[src/rtl/fabric_port_arbiter_pkg.sv]
// Shared types and width helpers for the fabric port arbiter.
package fabric_port_pkg;

  typedef enum logic [0:0] {
    ARB_IDLE   = 1'b0,
    ARB_LOCKED = 1'b1
  } arb_state_t;

  function automatic int rtl_width(input int width_noc);
    return 4 * width_noc;
  endfunction

  function automatic int id_width(input int n);
    return (n <= 1) ? 1 : $clog2(n);
  endfunction

endpackage

[src/rtl/fabric_port_arbiter_rr_priority_select.sv]
// Combinational round-robin pick: first set request at or after start_i, wrapping modulo NUM_REQ.
module rr_priority_select
  import fabric_port_pkg::*;
#(
  parameter int NUM_REQ = 4,
  parameter int ID_W    = id_width(NUM_REQ)
) (
  input  logic [NUM_REQ-1:0] req_i,
  input  logic [ID_W-1:0]    start_i,
  output logic [ID_W-1:0]    grant_o,
  output logic               any_o
);

  localparam int SW = ID_W + 1;

  logic [2*NUM_REQ-1:0] w_dbl;
  logic [NUM_REQ-1:0]   w_rot;
  logic [ID_W-1:0]      w_off;
  logic [SW-1:0]        w_sum;

  always_comb begin
    w_dbl = {req_i, req_i} >> start_i;
    w_rot = w_dbl[NUM_REQ-1:0];
    // Upper half of the shifted copy only repeats request bits, so OR-ing it all is |req_i.
    any_o = |w_dbl;
    w_off = '0;
    for (int k = NUM_REQ - 1; k >= 0; k--) begin
      if (w_rot[k]) w_off = ID_W'(k);
    end
    w_sum = {1'b0, start_i} + {1'b0, w_off};
    if (w_sum >= SW'(NUM_REQ)) w_sum = w_sum - SW'(NUM_REQ);
    grant_o = w_sum[ID_W-1:0];
  end

endmodule

[src/rtl/fabric_port_arbiter.sv]
// Round-robin, burst-atomic arbiter merging NUM_REQ packet sources onto one registered fabric port.
//   state      | meaning
//   ARB_IDLE   | round-robin pick from rr_ptr each cycle the output can load
//   ARB_LOCKED | only r_owner may transfer until it sends a packet marked last
module fabric_port_arbiter
  import fabric_port_pkg::*;
#(
  parameter int WIDTH_NOC    = 8,
  parameter int WIDTH_RTL    = rtl_width(WIDTH_NOC),
  parameter int NUM_REQ      = 4,
  parameter int REQ_ID_WIDTH = id_width(NUM_REQ)
) (
  input  logic                         clk,
  input  logic                         rst,
  input  logic [NUM_REQ*WIDTH_RTL-1:0] req_packet_in,
  input  logic [NUM_REQ-1:0]           req_valid_in,
  input  logic [NUM_REQ-1:0]           req_last_in,
  output logic [NUM_REQ-1:0]           req_ready_out,
  output logic [WIDTH_RTL-1:0]         rtl_packet_out,
  output logic                         rtl_valid_out,
  output logic                         rtl_last_out,
  output logic [REQ_ID_WIDTH-1:0]      rtl_grant_id_out,
  input  logic                         rtl_ready_in
);

  arb_state_t              r_state;
  logic [REQ_ID_WIDTH-1:0] r_rr_ptr;
  logic [REQ_ID_WIDTH-1:0] r_owner;

  logic [REQ_ID_WIDTH-1:0] w_grant;
  logic                    w_any;
  logic                    w_load;
  logic [REQ_ID_WIDTH-1:0] w_sel_id;
  logic                    w_xfer;
  logic                    w_last;
  logic [WIDTH_RTL-1:0]    w_pkt;

  function automatic logic [REQ_ID_WIDTH-1:0] next_id(input logic [REQ_ID_WIDTH-1:0] id);
    return (id == REQ_ID_WIDTH'(NUM_REQ - 1)) ? '0 : id + 1'b1;
  endfunction

  rr_priority_select #(
    .NUM_REQ (NUM_REQ),
    .ID_W    (REQ_ID_WIDTH)
  ) u_sel (
    .req_i   (req_valid_in),
    .start_i (r_rr_ptr),
    .grant_o (w_grant),
    .any_o   (w_any)
  );

  assign w_load = !rtl_valid_out || rtl_ready_in;

  // Ready is a function of state, pointer, valids and output backpressure only.
  always_comb begin
    w_sel_id      = (r_state == ARB_LOCKED) ? r_owner : w_grant;
    req_ready_out = '0;
    if (rst) begin
      if (r_state == ARB_LOCKED) req_ready_out[r_owner] = w_load;
      else if (w_any && w_load)  req_ready_out[w_grant] = 1'b1;
    end
  end

  assign w_xfer = |(req_valid_in & req_ready_out);
  assign w_last = req_last_in[w_sel_id];
  assign w_pkt  = req_packet_in[w_sel_id*WIDTH_RTL +: WIDTH_RTL];

  always_ff @(posedge clk or negedge rst) begin
    if (!rst) begin
      r_state          <= ARB_IDLE;
      r_rr_ptr         <= '0;
      r_owner          <= '0;
      rtl_valid_out    <= 1'b0;
      rtl_packet_out   <= '0;
      rtl_last_out     <= 1'b0;
      rtl_grant_id_out <= '0;
    end else begin
      if (w_xfer) begin
        rtl_valid_out    <= 1'b1;
        rtl_packet_out   <= w_pkt;
        rtl_last_out     <= w_last;
        rtl_grant_id_out <= w_sel_id;
      end else if (rtl_ready_in) begin
        rtl_valid_out <= 1'b0;
      end

      case (r_state)
        ARB_IDLE: begin
          if (w_xfer) begin
            if (w_last) begin
              r_rr_ptr <= next_id(w_grant);
            end else begin
              r_owner <= w_grant;
              r_state <= ARB_LOCKED;
            end
          end
        end
        ARB_LOCKED: begin
          if (w_xfer && w_last) begin
            r_rr_ptr <= next_id(r_owner);
            r_state  <= ARB_IDLE;
          end
        end
        default: r_state <= ARB_IDLE;
      endcase
    end
  end

endmodule

[config.mk]
export PLATFORM = sky130hd
export DESIGN_NAME = fabric_port_arbiter
export DESIGN_NICKNAME = d
export VERILOG_FILES = /design/src/rtl/fabric_port_arbiter_pkg.sv /design/src/rtl/fabric_port_arbiter_rr_priority_select.sv /design/src/rtl/fabric_port_arbiter.sv
export SDC_FILE = /design/constraint.sdc
export NUM_CORES = 1
export LEC_CHECK = 0
export ABC_AREA = 1
export BUFFER_PORTS_ARGS = -buffer_cell sky130_fd_sc_hd__buf_2
export CAP_MARGIN = 20
export CELL_PAD_IN_SITES_DETAIL_PLACEMENT = 0
export CELL_PAD_IN_SITES_GLOBAL_PLACEMENT = 1
export CORE_MARGIN = 2
export CORE_UTILIZATION = 29
export DETAILED_ROUTE_END_ITERATION = 10
export PLACE_DENSITY_LB_ADDON = 0.1
export SYNTH_ARGS = -nofsm -noshare
export SYNTH_HDL_FRONTEND = slang
export SYNTH_HIERARCHICAL = 1
export SYNTH_SLANG_ARGS = --single-unit
[constraint.sdc]
create_clock -name clk -period 2.9 [get_ports clk]
set_input_delay 0.145 -clock clk [delete_from_list [all_inputs] [get_ports clk]]
set_output_delay 0.145 -clock clk [all_outputs]
set_load 0.01 [all_outputs]
==> reports/metrics.yaml, run 1 <==
routing:
  drt-wirelength-per-cell_um: 14.64
  viasPerCell: 4.726
  drtAntennaViolNets: 0
  drc: 0
  drtIter0Drc: 143
  drt_pass1_iterations: 4
  wl_mm: 11.35
  num_vias: 3663
sta:
  finalSetupViolCount: 0
  tightest_slew_ps: 556.1
  clock.fmax_mhz: 361.8
  hold_viol: 0
  clock_skew_ps: 10.17
  min_period_ps: 2764
  timing.hold.ws_ps: 4.383
  fin_setup_tns_ps: 0
  slew_violations: 0
  slew_headroom: 0.6293
  period_share: 0.9530
  rsz0062_at_grt: "yes"
setup_path:
  r2r_start: "r_rr_ptr[0]"
  rrSetupSlack_ps: 140
  critPathRequiredTime_ps: 3080
  rr_worst_depth: 21
  crit_arrival_ps: 2940
  setup.worst_path.end_class: "flip-flop"
  startpoint_type: "flip-flop"
  path_class: "flip-flop to flip-flop"
  critPathMaxFanout: 8
clock_tree:
  clockBufferDepth: 2
  clk_pin_slew_ps: 80
  clkLatencyLatePin_ps: 300
  cts.sinks: 41
  cts_hold_buf: 0
  tritoncts: "yes"
  cts_buffers: 5
  cts_root_buf: "clkbuf_8"
  h-tree-depth: 2
synthesis:
  syn-num-nets: 605
  synth_common_cells: "nand2_1, nor2_1, o21ai_0"
  synth-compound-area-share: 0.1958
  yosys_register_bits: 41
  avgSynthCellArea_sq_um: 6.683
  synthAdderAreaFrac: 0.03687
  synth_area_leader_cell: "dfrtp_1"
  synth_cell_types: 24
  synth_most_common_cell: "nand2_1"
  synthTopCellsByArea: "dfrtp_1, nand2_1, nor2_1, o21ai_0, o22ai_1"
  synth-simple-area-share: 0.3454
  muxShareOfSynthArea: 0
  async_flop_share: 1.000
  synth_edf_count: 0
  yosysSeqAreaShare: 0.3359
  synth_area_sq_um: 3054
  synth_top_family_by_area: "simple AND/OR/NAND/NOR gates"
  synth_xor_xnor_area_share: 0.002868
  synthCells: 457
  yosysWarnings: 6
  synthFlopType: "dfrtp_1"
  netlist.area_leader.share: 0.3359
grt:
  grt_use_total: 0.1858
  top_usage_layer: "met2"
  grt_overflow: 0
  grt_max_degree: 45
  grt_pass1_vias: 3530
  grt_first_pass_wirelength_mm: 17.01
  grt_use_met1: 0.2344
  grt_use_met2: 0.3308
  antenna_found_initial: 0
  grt.met3_usage: 0.04316
die:
  die_x_um: 106.6
  start_util: 0.2972
  pin_count: 179
  coreArea_sq_um: 10280
  dieHeight_um: 106.6
  row_count: 37
  dieArea_sq_um: 11370
power_and_ir_drop:
  power.density_nw_per_um2: 1582
  leakage_nw: 2.384
  finalPower_mw: 7.084
  peakVddDrop_mv: 0.5600
cells_and_area:
  antenna_cells: 0
  final_cells: 775
  area_growth_pct: 46.66
  nets: 786
  drive_above_1_share: 0.4194
job:
  maxCapViolations: 0
place:
  dpl.cell_count: 758
  io_buffers: 178
  dp_hpwl_mm: 8.381
  place_congestion: 0.8045
status:
  outcome: "complete, no violations"
worst_hold_path:
  hp-class: "input pin to asynchronous set/reset pin"
## area by class of cell
class	instances	area, sq um
Tap cell	136	170.2
Multi-Input combinational cell	371	1944
Clock inverter	3	17.52
Sequential cell	41	1028
Clock buffer	5	68.82
Inverter	17	73.82
Fill cell	1143	5798
Timing Repair Buffer	202	1176
## per-stage QoR
| step | util | worst slack [ps] | instance area [sq um] |
|---|---|---|---|
| floorplan | - | 314.1 | 3054 |
| global placement | 0.3970 | -2.805 | 4080 |
| detailed placement | 0.3970 | -37.12 | 4080 |
| CTS | 0.4059 | 12.72 | 4172 |
| global route | 0.4358 | -74.46 | 4479 |
| finish | 0.4358 | 136.4 | 4479 |
## metal layers
metal | share of wire | vias to the layer above
li1 | - | 1861
met1 | 0.44 | 1699
met2 | 0.50 | 98
met3 | 0.058 | 5
met4 | 0.0050 | 0
met5 | 0 | -
## how the worst max path moves through the flow
| stage | end | depth (start not counted) | slack, ps | startpoint |
|---|---|---|---|---|
| final | flip-flop | 21 | 140 | r_rr_ptr[0] |
| after global routing | rtl_packet_out[4] | 22 | -70 | r_rr_ptr[0] |
| after CTS | rtl_packet_out[24] | 23 | 10 | r_rr_ptr[0] |
| after detailed placement | r_rr_ptr[1] | 20 | -40 | r_rr_ptr[0] |
| after global placement | r_rr_ptr[0] | 20 | -3 | r_rr_ptr[0] |
| after floorplan | rtl_packet_out[16] | 23 | 310 | r_rr_ptr[0] |
## where the power goes
| part | switching [mW] | total [mW] | leakage (nW) | internal [mW] |
|---|---|---|---|---|
| clock network | 0.211 | 0.377 | 0.0439 | 0.166 |
| logic | 3.41 | 5.59 | 1.83 | 2.18 |
| registers | 0.235 | 1.12 | 0.506 | 0.886 |
| total | 3.85 | 7.08 | 2.38 | 3.23 |
## worst max-delay path, cell delays in order, from the launching register on
cell and delay [ps]:
dfrtp_2 480, clkinv_4 120, nand2_4 60, nand3_4 70, nand2_1 50, nor2_1 90, nor2_1 40, nor2_1 110
ha_2 190, xor2_2 160, nand2_1 110, nand2_4 130, inv_6 60, ha_4 140, nand3_1 70, nand2_1 80
nand3_2 100, nand2_4 80, nor2_4 120, buf_12 140, clkbuf_16 160, o21ai_1 60
## cells by family (layout without fill, tap and decap cells)
| kind of cell | after synthesis | after routing |
|---|---|---|
| and+or+nand+nor | 252 | 252 |
| DFF | 41 | 41 |
| adders and majority gates | 9 | 9 |
| buffers and inverters | 45 | 227 |
| AOI/OAI and AO/OA | 109 | 109 |
| xor gates and xnor gates | 1 | 1 |
## cell usage in the layout (no fill, tap or decap), types with 2 or more instances in the layout
master and instances:
ha_1 5, clkbuf_8 5, o21ai_0 50, a21oi_1 4, nand2_2 24, nand3_1 13, nor2_4 2, o22ai_1 33
inv_2 4, dfrtp_2 2, nand2_1 124, buf_6 4, clkinv_2 2, o21ai_4 2, buf_12 4, nand2_4 7
buf_4 12, nor2_1 68, and2_1 4, buf_2 179, nand3_2 7, o21ai_1 19, clkbuf_16 2, dfrtp_1 39
ha_4 3, inv_1 11
## sequential cells by signal, summed over array words and instances (netlist names), named ones only
signal	flops
r_owner	2
r_rr_ptr	2
rtl_valid_out	1
rtl_last_out	1
rtl_grant_id_out	2
rtl_packet_out	32
## what timing repair did
item | in CTS | in global routing
pin swaps | 0 | 15
endpoints found under the setup margin | 15 | 45
resized for setup | 2 | 51
gates cloned | 0 | 5
buffers inserted | 0 | 4
Power figures use the tool's default switching activity.
==> run 2, diff against run 1 <==
--- a/config.mk
+++ b/config.mk
@@ -14,6 +14,7 @@
 export CORE_UTILIZATION = 29
 export DETAILED_ROUTE_END_ITERATION = 10
 export PLACE_DENSITY_LB_ADDON = 0.1
+export REMOVE_ABC_BUFFERS = 1
 export SYNTH_ARGS = -nofsm -noshare
 export SYNTH_HDL_FRONTEND = slang
 export SYNTH_HIERARCHICAL = 1
==> run 2 against run 1 <==
  * Highest routed layer unchanged
  * Total power increased by 1.2%
  * Clock power decreased by 2%
  * Register-to-register slack got worse by 120 ps
  * Utilization increased by 0.73 points
  * Critical path type unchanged
  * Setup slack got worse by 120 ps
==> reports/metrics.yaml, run 2 (synthesis results as in run 1) <==
cells_and_area:
  top_register: "rtl_packet_out"
  final_common_cell: "buf_2"
  area_growth_pct: 49.12
  final_area_sq_um: 4554
  antenna_cells: 0
  drive_above_1_share: 0.4161
  layout_common_cells: "buf_2, nand2_1, nor2_1"
  nets: 791
  largest_register_ffs: 32
  final_cells: 780
grt:
  grt_overflow: 0
  grt_max_degree: 43
  grt_use_total: 0.1805
  grt_pass1_vias: 3627
  antenna_found_initial: 0
  grt_first_pass_wirelength_mm: 16.83
setup_path:
  crit_arrival_ps: 3070
  setup.worst_path.end_class: "flip-flop"
  rrSetupSlack_ps: 10
  critPathMaxFanout: 10
  startpoint_type: "flip-flop"
  path_class: "flip-flop to flip-flop"
  critPathRequiredTime_ps: 3090
die:
  start_util: 0.2972
  die_x_um: 106.6
  dieArea_sq_um: 11370
  pin_count: 179
  coreArea_sq_um: 10280
  dieHeight_um: 106.6
  row_count: 37
clock_tree:
  cts_buffers: 5
  clk_pin_slew_ps: 80
  cts.sinks: 41
  cts_root_buf: "clkbuf_8"
  tritoncts: "yes"
  h-tree-depth: 2
  clkLatencyLatePin_ps: 300
  clockBufferDepth: 2
power_and_ir_drop:
  peakVddDrop_mv: 0.6914
  leakage_nw: 2.424
  power.density_nw_per_um2: 1575
place:
  dp_hpwl_mm: 7.822
  dpl_cell_area_sq_um: 4073
  dpl.cell_count: 757
  place_congestion: 0.8170
  io_buffers: 178
routing:
  drc: 0
  drt-wirelength-per-cell_um: 14.32
  wl_mm: 11.17
  num_vias: 3668
  drtAntennaViolNets: 0
  drtIter0Drc: 142
  viasPerCell: 4.703
  drt_pass1_iterations: 4
status:
  outcome: "complete, no violations"
job:
  maxCapViolations: 0
sta:
  period_share: 0.9954
  slew_violations: 0
  finalSetupViolCount: 0
  rsz0062_at_grt: "yes"
  tightest_slew_ps: 530.4
  clock_skew_ps: 6.412
  hold_viol: 0
  min_period_ps: 2887
  slew_headroom: 0.6464
  clock.fmax_mhz: 346.4
worst_hold_path:
  hp-class: "input pin to flip-flop"
run 2: cell count changes in the layout (fill, tap and decap cells not counted), moves of 2 or more:
cell     delta
nand2_8     +3
inv_2       -2
ha_2        +2
inv_4       +2
nand3_1     -2
o21ai_2     +2
o21ai_4     -2
buf_12      +2
nand2_4     -2
nand2_1     +7
nand3_2     +3
nand2_2     -6
run 2: layout make-up:
type                    count  area [sq um]
well taps                 136         170.2
inverters                  17         77.57
fillers                  1119          5723
clock buffers               6         72.57
flip-flops and latches     41          1028
repair buffers            205          1242
clock inverters             2         10.01
multi-input cells         373          1953
run 2: per-layer routing:
metal,up-vias,part of all wire,global-route usage
met1,1656,0.43,0.2186
met3,8,0.067,0.03891
li1,1877,-,-
met5,-,0,0
met2,127,0.49,0.3221
met4,0,0.015,0.04917
run 2: final timing paths:
| path | startpoint | to | depth (start not counted) |
|---|---|---|---|
| max | r_rr_ptr[0] | rtl_packet_out[27] | 21 |
| min | rtl_ready_in | rtl_valid_out | 4 |
| max reg2reg | r_rr_ptr[0] | rtl_packet_out[27] | 21 |
| min reg2reg | rtl_packet_out[30] | rtl_packet_out[30] | 2 |
| max in group asynchronous | rst | r_rr_ptr[1] | 3 |
| min in group asynchronous | rst | rtl_packet_out[23] | 3 |
run 2: power by group:
part / leakage, nW / internal [mW] / switching [mW]
registers: 0.506 / 0.886 / 0.216
logic: 1.87 / 2.29 / 3.42
clock network: 0.0450 / 0.167 / 0.201
total: 2.42 / 3.34 / 3.83
run 2: stage by stage:
| step | hold WS (ps) | setup WS, ps | total power, mW | utilization | setup TNS [ps] |
|---|---|---|---|---|---|
| after floorplan | -150.6 | -199.6 | 4.149 | - | -6891 |
| after global placement | 273.3 | 14.61 | 5.907 | 0.3963 | 0 |
| after detailed placement | 278.4 | -55.10 | 5.929 | 0.3963 | -985.9 |
| after CTS | 169.8 | 5.232 | 6.339 | 0.4063 | 0 |
| after global routing | 200.9 | -190.2 | 7.957 | 0.4431 | -6671 |
| final | 194.7 | 13.26 | 7.172 | 0.4431 | 0 |
run 2: timing repair:
item	CTS	global route
setup buffers	0	8
pin swaps	0	11
gates cloned	0	6
gates resized for setup	2	43
hold buffers	1	0
setup endpoints to repair	37	45
endpoints found under the hold margin	41	0
run 2: worst max-delay path: stages (launching register included):
cell,delay [ps]
dfrtp_2,470
clkinv_4,120
nand2_1,90
nand3_1,90
nand2_2,110
nor2_1,50
nor2_1,110
ha_2,200
xor2_2,170
nand2_1,90
nand2_2,100
buf_4,130
ha_2,180
nand3_2,100
nand2_2,90
nand3_2,110
nand2_4,120
nor2_4,40
buf_12,140
clkbuf_16,160
nand2_1,50
nand2_1,50
==> run 3, diff against run 2 <==
--- a/config.mk
+++ b/config.mk
@@ -11,7 +11,7 @@
 export CELL_PAD_IN_SITES_DETAIL_PLACEMENT = 0
 export CELL_PAD_IN_SITES_GLOBAL_PLACEMENT = 1
 export CORE_MARGIN = 2
-export CORE_UTILIZATION = 29
+export CORE_UTILIZATION = 26
 export DETAILED_ROUTE_END_ITERATION = 10
 export PLACE_DENSITY_LB_ADDON = 0.1
 export REMOVE_ABC_BUFFERS = 1
==> constraint.sdc (replaced) <==
create_clock -name clk -period 2.6 [get_ports clk]
set_input_delay 0.13 -clock clk [delete_from_list [all_inputs] [get_ports clk]]
set_output_delay 0.13 -clock clk [all_outputs]
set_load 0.01 [all_outputs]
==> run 3 against run 2 <==
  * The run now ends with setup timing left
  * Count of clock-buffer cells in the layout is the same
  * Non-clock buffer count up 19
  * Clock power increased by 99%
  * Utilization rose by 0.60 points
  * Worst hold slack got worse by 7.1 ps
  * Flip-flop and latch count unchanged
  * Clock skew shrank 1.9 ps
  * Largest power group unchanged
  * Sequential share of layout area fell by 2.6 points
  * Highest routed layer unchanged
  * Die area up 11%
==> reports/metrics.yaml, run 3 (synthesis results as in run 1) <==
cells_and_area:
  nets: 808
  final_cells: 804
  antenna_cells: 0
  final_common_cell: "buf_2"
  fill_cells: 1183
  drive_above_1_share: 0.5250
  final_area_sq_um: 5129
  top_register: "rtl_packet_out"
  layout_common_cells: "buf_2, nand2_1, nor2_1"
  largest_register_ffs: 32
  area_growth_pct: 67.92
  post-route-util: 0.4492
sta:
  clock_skew_ps: 4.504
  period_share: 1.113
  final.setup.worst_slack_ps: -292.7
  tightest_slew_ps: 547.7
  hold_viol: 0
  finalSetupViolCount: 45
  rsz0062_at_grt: "yes"
  slew_violations: 0
  min_period_ps: 2893
  clock.fmax_mhz: 345.7
  fin_setup_tns_ps: -10540
  slew_headroom: 0.6349
clock_tree:
  tritoncts: "yes"
  cts.sinks: 41
  clockBufferDepth: 2
  h-tree-depth: 2
  cts_buffers: 5
  clk_pin_slew_ps: 60
  cts_root_buf: "clkbuf_16"
  clkLatencyLatePin_ps: 290
place:
  place_congestion: 0.7949
  dpl.cell_count: 777
  io_buffers: 178
  dpl_cell_area_sq_um: 4229
  dp_hpwl_mm: 8.335
power_and_ir_drop:
  peakVddDrop_mv: 0.8126
  power.density_nw_per_um2: 1903
  finalPower_mw: 9.761
  leakage_nw: 2.656
die:
  dieArea_sq_um: 12630
  coreArea_sq_um: 11420
  pin_count: 179
  die_x_um: 112.4
  dieHeight_um: 112.4
  row_count: 39
  start_util: 0.2675
grt:
  grt_max_degree: 42
  grt_pass1_vias: 3809
  antenna_found_initial: 0
  grt_use_total: 0.1792
  grt_overflow: 0
  grt_first_pass_wirelength_mm: 18.28
routing:
  drt_pass1_iterations: 4
  drt-wirelength-per-cell_um: 15.07
  num_vias: 3758
  drtIter0Drc: 150
  wl_mm: 12.11
  drtAntennaViolNets: 0
  viasPerCell: 4.674
  drc: 0
setup_path:
  setup.worst_path.end_class: "flip-flop"
  crit_arrival_ps: 3060
  critPathMaxFanout: 7
  path_class: "flip-flop to flip-flop"
  startpoint_type: "flip-flop"
  critPathRequiredTime_ps: 2770
job:
  maxCapViolations: 0
status:
  violations: "setup timing"
  outcome: "complete, but fails checks"
worst_hold_path:
  hp-class: "input pin to flip-flop"
-- run 3: cell count changes in the layout (fill, tap and decap cells not counted), moves of 5 or more --
cell / delta
nand2_1: -51
clkbuf_8: -5
clkbuf_16: +6
buf_4: +15
nand2_4: +12
nand2_2: +40
-- run 3: cell type report --
cell class                 count  area [sq um]  area share
tap                          143         178.9     0.03489
multi-input combinational    371          2203      0.4296
sequential                    41          1027      0.2003
clock inverter                 2         38.79    0.007563
clock buffer                   6         128.9     0.02513
timing repair buffer         224          1478      0.2881
inverter                      17         73.82     0.01439
-- run 3: routing by layer --
layer  global-route usage  share of wire  wire length [um]
met3              0.04050          0.055               668
met4              0.04309          0.010               123
met1               0.2127           0.42              5131
met2               0.3281           0.51              6190
met5                    0              0                 0
-- run 3: final timing paths --
kind	depth (start not counted)	startpoint	endpoint	slack [ps]
worst max register to register	22	r_rr_ptr[0]	rtl_grant_id_out[1]	-290
max in group asynchronous	3	rst	r_rr_ptr[0]	1730
worst min register to register	2	rtl_packet_out[1]	rtl_packet_out[1]	480
min in group asynchronous	3	rst	rtl_valid_out	480
worst max-delay path	22	r_rr_ptr[0]	rtl_grant_id_out[1]	-290
worst min-delay path	4	rtl_ready_in	rtl_valid_out	190
-- run 3: repair_timing --
| item | 4_1_cts | 5_1_grt |
|---|---|---|
| hold buffers | 1 | 0 |
| setup buffers | 4 | 9 |
| setup endpoints to repair | 45 | 45 |
| cloned | 1 | 5 |
| resized for setup | 7 | 121 |
| endpoints found under the hold margin | 35 | 0 |
| pin swaps | 4 | 33 |
-- run 3: power by group --
group | internal [mW] | total, mW | switching (mW)
Sequential | 0.990 | 1.26 | 0.266
Clock | 0.456 | 0.731 | 0.276
Combinational | 3.40 | 7.77 | 4.38
Total | 4.84 | 9.76 | 4.92
-- run 3: critical path: stages, from the launching register on --
cell	delay, ps
dfrtp_2	470
clkinv_4	120
nand2_4	50
nand3_2	60
nand2_1	50
nor2_1	90
nor2_1	60
nor2_2	150
ha_4	180
xor2_4	180
nand2_2	90
nand2_4	130
inv_6	50
ha_4	150
nand3_2	70
nand2_2	80
nand3_2	100
nand2_2	70
buf_6	130
nor2_4	140
buf_6	140
clkbuf_16	160
o21ai_1	60
-- run 3: through the flow --
step / hold WS, ps / worst slack, ps
2_1_floorplan: -165.6 / -499.6
3_3_place_gp: 291.3 / -235.1
3_5_place_dp: 301.2 / -272.2
4_1_cts: 158.8 / -213.5
5_1_grt: 224.8 / -458.7
6_report: 187.6 / -292.7
